===== config.mk =====
export PLATFORM = sky130hd
export DESIGN_NAME = dcache_controller
export DESIGN_NICKNAME = d
export VERILOG_FILES = /design/src/rtl/dcache_controller.sv
export SDC_FILE = /design/constraint.sdc
export NUM_CORES = 2
export LEC_CHECK = 0
export CORE_AREA = 5 5 465 467
export DETAILED_ROUTE_END_ITERATION = 12
export DIE_AREA = 0 0 470 472
export MAX_ROUTING_LAYER = met4
export PLACE_DENSITY_LB_ADDON = 0.12
export SLEW_MARGIN = 5
export SYNTH_ARGS = -nofsm -noshare
export SYNTH_HDL_FRONTEND = slang
export SYNTH_SLANG_ARGS = --single-unit

===== constraint.sdc =====
create_clock -name clk_i -period 22 [get_ports clk_i]
set_input_delay 4.4 -clock clk_i [delete_from_list [all_inputs] [get_ports clk_i]]
set_output_delay 4.4 -clock clk_i [all_outputs]
set_load 0.01 [all_outputs]

===== src/rtl/dcache_controller.sv =====
// Blocking dcache controller: hit service, dirty write-back, line refill and replay.
// Optional DCACHE_PERF_CNT_EN adds saturating hit/miss counters (hit_cnt_o, miss_cnt_o).
module dcache_controller #(
    parameter int TAG_W  = 23,
    parameter int IDX_W  = 4,
    parameter int LINE_W = 256
) (
    input  logic              clk_i,
    input  logic              rst_i,
    input  logic [31:0]       cpu_addr_i,
    input  logic [31:0]       cpu_data_i,
    input  logic              cpu_MemRead_i,
    input  logic              cpu_MemWrite_i,
    output logic [31:0]       cpu_data_o,
    output logic              cpu_stall_o,
    output logic [IDX_W-1:0]  sram_addr_o,
    output logic [TAG_W+1:0]  sram_tag_o,
    output logic [LINE_W-1:0] sram_data_o,
    output logic              sram_enable_o,
    output logic              sram_write_o,
    input  logic [TAG_W+1:0]  sram_tag_i,
    input  logic [LINE_W-1:0] sram_data_i,
    input  logic              sram_hit_i,
    output logic [31:0]       mem_addr_o,
    output logic [LINE_W-1:0] mem_data_o,
    output logic              mem_enable_o,
    output logic              mem_write_o,
    input  logic [LINE_W-1:0] mem_data_i,
    input  logic              mem_ack_i
`ifdef DCACHE_PERF_CNT_EN
    ,
    output logic [31:0]       hit_cnt_o,
    output logic [31:0]       miss_cnt_o
`endif
);

    typedef enum logic [1:0] {IDLE, WRITEBACK, READMISS, READMISSOK} state_t;

    state_t            state;
    logic [TAG_W-1:0]  req_tag;
    logic [IDX_W-1:0]  req_idx;
    logic [LINE_W-1:0] refill_line;
    logic [LINE_W-1:0] merged_line;

    logic              req;
    logic              hit_now;
    logic              miss_now;
    logic              victim_dirty;
    logic [TAG_W-1:0]  addr_tag;
    logic [IDX_W-1:0]  addr_idx;
    logic [2:0]        word_sel;
    logic [7:0]        word_base;
    logic [1:0]        unused_byte_sel;

    assign req             = cpu_MemRead_i | cpu_MemWrite_i;
    assign addr_tag        = cpu_addr_i[31:32-TAG_W];
    assign addr_idx        = cpu_addr_i[5+IDX_W-1:5];
    assign word_sel        = cpu_addr_i[4:2];
    assign word_base       = {word_sel, 5'b0};
    assign unused_byte_sel = cpu_addr_i[1:0];
    assign hit_now         = (state == IDLE) && req && sram_hit_i;
    assign miss_now        = (state == IDLE) && req && !sram_hit_i;
    assign victim_dirty    = sram_tag_i[TAG_W+1] & sram_tag_i[TAG_W];
    assign sram_addr_o     = addr_idx;

    // Hit and replay paths are combinational so a hit costs no stall cycle.
    always_comb begin
        merged_line = sram_data_i;
        merged_line[word_base +: 32] = cpu_data_i;
        cpu_data_o    = '0;
        cpu_stall_o   = 1'b0;
        sram_enable_o = 1'b0;
        sram_write_o  = 1'b0;
        sram_tag_o    = '0;
        sram_data_o   = '0;
        case (state)
            IDLE: begin
                sram_enable_o = req;
                cpu_stall_o   = miss_now;
                if (hit_now) begin
                    if (cpu_MemWrite_i) begin
                        sram_write_o = 1'b1;
                        sram_tag_o   = {2'b11, addr_tag};
                        sram_data_o  = merged_line;
                    end else begin
                        cpu_data_o = sram_data_i[word_base +: 32];
                    end
                end
            end
            READMISSOK: begin
                cpu_stall_o   = 1'b1;
                sram_enable_o = 1'b1;
                sram_write_o  = 1'b1;
                sram_tag_o    = {2'b10, req_tag};
                sram_data_o   = refill_line;
            end
            default: cpu_stall_o = 1'b1;
        endcase
    end

    // mem_enable_o/mem_write_o pulse only in the cycle a state is entered.
    always_ff @(posedge clk_i or posedge rst_i) begin
        if (rst_i) begin
            state        <= IDLE;
            req_tag      <= '0;
            req_idx      <= '0;
            refill_line  <= '0;
            mem_addr_o   <= '0;
            mem_data_o   <= '0;
            mem_enable_o <= 1'b0;
            mem_write_o  <= 1'b0;
        end else begin
            mem_enable_o <= 1'b0;
            mem_write_o  <= 1'b0;
            case (state)
                IDLE: begin
                    if (miss_now) begin
                        req_tag      <= addr_tag;
                        req_idx      <= addr_idx;
                        mem_enable_o <= 1'b1;
                        if (victim_dirty) begin
                            state       <= WRITEBACK;
                            mem_write_o <= 1'b1;
                            mem_addr_o  <= {sram_tag_i[TAG_W-1:0], addr_idx, 5'b0};
                            mem_data_o  <= sram_data_i;
                        end else begin
                            state      <= READMISS;
                            mem_addr_o <= {addr_tag, addr_idx, 5'b0};
                        end
                    end
                end
                WRITEBACK: begin
                    if (mem_ack_i) begin
                        state        <= READMISS;
                        mem_enable_o <= 1'b1;
                        mem_addr_o   <= {req_tag, req_idx, 5'b0};
                    end
                end
                READMISS: begin
                    if (mem_ack_i) begin
                        refill_line <= mem_data_i;
                        state       <= READMISSOK;
                    end
                end
                default: state <= IDLE;
            endcase
        end
    end

`ifdef DCACHE_PERF_CNT_EN
    // The IDLE cycle right after a refill is the replay and is not a fresh hit.
    logic replay;

    always_ff @(posedge clk_i or posedge rst_i) begin
        if (rst_i) begin
            replay     <= 1'b0;
            hit_cnt_o  <= '0;
            miss_cnt_o <= '0;
        end else begin
            replay <= (state == READMISSOK);
            if (hit_now && !replay && hit_cnt_o != 32'hFFFF_FFFF)
                hit_cnt_o <= hit_cnt_o + 32'd1;
            if (miss_now && miss_cnt_o != 32'hFFFF_FFFF)
                miss_cnt_o <= miss_cnt_o + 32'd1;
        end
    end
`endif

endmodule


==> results.txt <==
The run finished, with violations left. The checks that failed: slew limit. Yosys attributes the largest share of cell area to dfrtp_1, mux2_2, o211ai_1, mux4_2, nand2_1.

The clock-pin slew on the worst setup and hold paths came out at ~0.050 ns. The design internal power came out at slightly below 4 mW. The first-pass GRT wire length is around 350,000 um.

The final estimated routing congestion in global placement is 0.841. The data required time at the worst endpoint is 17.60 ns. The per-cell routed wire length came out at 41.5 um. The root buffer cell chosen for the clock tree is clkbuf_16. For this run, asynchronously set or reset flops after synthesis account for 1.00. around 1,200 I/O pins were placed.

The critical path data arrival time came out at between 9 and 10 ns. The number of flip-flops and latches in the synthesized netlist came out at 570. In the finished design, the share of the clock period the worst path needs comes to 0.611.

The post-synthesis to final-layout area growth came out at 60.5%. For this run, the total global-route usage over all layers was measured as 0.246. Traced cell by cell, the critical path runs through clkdlybuf4s50_1 > nand4b_4 > inv_8 > buf_4 > nand3_2 > buf_4 > o311ai_0 > clkdlybuf4s50_1. The die area is approximately 220,000 um2. On the final layout, the worst hold slack is between 0.4 and 0.5 ns. The gate count of the mapped netlist is ~2,600. In the final layout, the share of cells above drive strength 1 is 0.230. The overall via count from detail_route is just under 30,000. The number of remaining DRC errors came out at 0. The worst setup path is captured at an output port. The final count of negative-setup-slack endpoints is 0. The via density per instance is between 4 and 5.

The post-detailed-placement half-perimeter wirelength came out at roughly 220,000 um. The TritonCTS buffer count came out at between 80 and 90. The fraction of power consumed by sequential logic came out at 0.301. The area of the mapped netlist came out at around 30,000 um2. The largest single stage delay on the critical path is between 1 and 1.5 ns.

Of all nets on the critical path, the largest fanout is 67. The number of flops mapped to enable cells by yosys is 0. The residual antenna-violating net count after detailed routing is 0. The peak supply drop came out at ~0.073 mV.

The largest clock skew in the final design is approximately 0.021 ns. For this block, wires on met1 add up to approximately 110,000 um. In this run the power density over the cells is about 130 nW/um2.

The max-slew violation count came out at 31. During synthesis, Yosys emitted a total of 0 warnings. The pin count of the biggest net entering global routing came out at between 100 and 150. The time the final worst path needs with I/O delays and setup came out at ~13 ns.

Averaged over all synthesized cells, the footprint is 11.6 um2. The combined flip-flop and latch cell area is 14,300 um2. Among cell families on the critical path, the largest total delay comes from buffers and inverters. The max capacitance violation total is 0. The first detailed-routing pass ran for 6 iterations. After the first detailed-routing iteration, the DRC count stood at 2,120. In this run the vertical extent of the chip is around 470 um. The area of all placed cells without fillers came out at ~48,000 um2. The synthesized netlist contains 46 unique library cells. No sink is reached through more buffers than the 3 on the longest clock path. The cell leakage power came out at around 17 nW. The switching power summed over all nets came out at roughly 2.3 mW. The number of buffers added for setup after CTS came out at 0. The cell with the largest stage delay on the worst path is o311ai_0.

The actual transition at the worst max-transition pin came out at roughly 1.5 ns. The via count of the first global-routing pass came out at 30,100. The type of the worst min-delay path is flop to flop.

TritonCTS built the clock tree. The routed design uses 133,000 um of met2 wire. The post-synthesis sequential area ratio is 0.473. The proportion of netlist area held by the largest area contributor came out at 0.473. In the synthesized netlist the dominant register cell turns out to be dfrtp_1.

The total overflow left after global routing is 0. In the final layout, the multi-input gates occupy 14,600 um2. The number of failing hold endpoints at the final stage is 0. The number of port buffers is ~1,200. Of the total power, the share spent switching nets is 0.376. The sum of routed wire length over all layers is 276,000 um. The placed cell count is around 6,400. Measured against its own limit, the worst slew margin works out to -0.0154. The number of nets at the end of the flow is 4,305.

The wire length on met3 came out at 23,400 um. Based on the critical path, the design can be clocked at up to between 70 and 80 MHz. The total design power is 6.24 mW.

The aggregate negative setup slack is 0 ns. Together, buffers and inverters on the worst path number 5. The core region area is between 200,000 and 250,000 um2. The width of the die is roughly 470 um. The largest total area in the synthesized netlist belongs to dfrtp_1. STA classifies the critical path startpoint as a primary input. The count of hold-fix buffers inserted at cts came out at 0. The starting density of the core came out at 0.143. The later pin in the worst-skew pair is clocked with a latency of roughly 0.74 ns. After detailed routing, no signal wire sits above met4. The row count is roughly 170. The clock sink count is 570. The post-cts gate resize count is 0. Setup repair after global routing left no endpoint under its margin.

The level count of the clock H-tree came out at 3. The worst setup path is of the primary input to output port kind. The number of antenna violations at the first check in global routing is about 110. The number of filler cells placed in the layout came out at approximately 23,000. The combinational fraction of design power came out at 0.463. The clock network fraction of total power is 0.237.

The number of standard cells in the layout, taps in and fillers out is approximately 6,700. Summing all placed instances gives a cell area of approximately 45,000 um2.
==> layout make-up <==
type | count | share of cell area
multi-input cells | 1691 | 0.302
repair buffers | 1275 | 0.261
inverters | 62 | 0.00512
clock buffers | 133 | 0.0530
clock inverters | 22 | 0.00724
well taps | 2821 | 0.0730
diodes | 77 | 0.00398
flip-flops and latches | 570 | 0.295
==> synth_stat cells (all sizes together), types with 2 or more instances <==
cell / instances
o211ai: 249
nand3: 98
ha: 10
o311ai: 162
and4: 2
or2: 4
o21ba: 2
o21ai: 26
a22o: 32
nand2b: 2
nand2: 342
mux4: 64
mux2i: 2
inv: 62
mux2: 570
a21oi: 3
and2: 3
nor2b: 4
nand4: 75
nand4b: 24
buf: 113
dfrtp: 570
nor2: 2
clkbuf: 162
==> cells in the final DEF (no fill, tap or decap), types with 63 or more instances in the layout <==
cell type	n
clkdlybuf4s50_1	1207
mux2_2	570
dfrtp_1	570
nand2_1	340
o211ai_1	249
o311ai_0	120
nand3_1	96
clkbuf_16	89
diode_2	77
nand4_1	75
mux4_2	64
buf_4	63
==> flip-flops by register name, summed over array words and instances, names as in the netlist <==
name,count
mem_data_o,256
refill_line,256
mem_addr_o,27
req_tag,23
req_idx,4
state,2
mem_enable_o,1
mem_write_o,1
==> power by group through the flow <==
stage / Clock, mW / Combinational, mW / Sequential (mW)
global route: 1.56 / 3.04 / 1.94
detailed placement: 0 / 2.92 / 1.88
floorplan: 0 / 1.10 / 1.95
global placement: 0 / 2.93 / 1.86
finish: 1.48 / 2.89 / 1.88
CTS: 1.53 / 2.93 / 1.87
==> per-stage QoR <==
| stage | util | worst slack, ns |
|---|---|---|
| 3_3_place_gp | 0.214 | 8.63 |
| 4_1_cts | 0.228 | 8.61 |
| 5_1_grt | 0.229 | 8.50 |
| 2_1_floorplan | - | 1.66 |
| 6_report | 0.229 | 8.57 |
| 3_5_place_dp | 0.214 | 8.60 |
==> path summary, 6_finish.rpt <==
path,slack (ns),from,depth (start not counted),to
setup / recovery,8.57,sram_hit_i,8,sram_data_o[55]
hold / removal,0.50,req_idx[1]$_DFFE_PP0P_,1,req_idx[1]$_DFFE_PP0P_
setup reg to reg,17.83,state[1]$_DFFE_PP0P_,6,mem_data_o[17]$_DFFE_PP0P_
hold reg to reg,0.50,req_idx[1]$_DFFE_PP0P_,1,req_idx[1]$_DFFE_PP0P_
max in group asynchronous,14.92,rst_i,5,mem_data_o[124]$_DFFE_PP0P_
min in group asynchronous,4.19,rst_i,2,mem_data_o[129]$_DFFE_PP0P_
==> logic make-up after synthesis <==
family / share of synthesized area
flip-flops: 0.473
AO/OA/AOI/OAI: 0.127
adder cells (fa/ha/maj): 0.00415
multiplexers: 0.262
other: 0.000124
AND/OR/NAND/NOR: 0.0864
buffers and inverters: 0.0476
==> routing by layer <==
layer / vias up / global-route usage
li1: 12200 / -
met1: 15600 / 0.282
met2: 1480 / 0.407
met3: 273 / 0.0849
met4: 0 / 0.0745
met5: - / -
(Power assumes the default switching activity.)
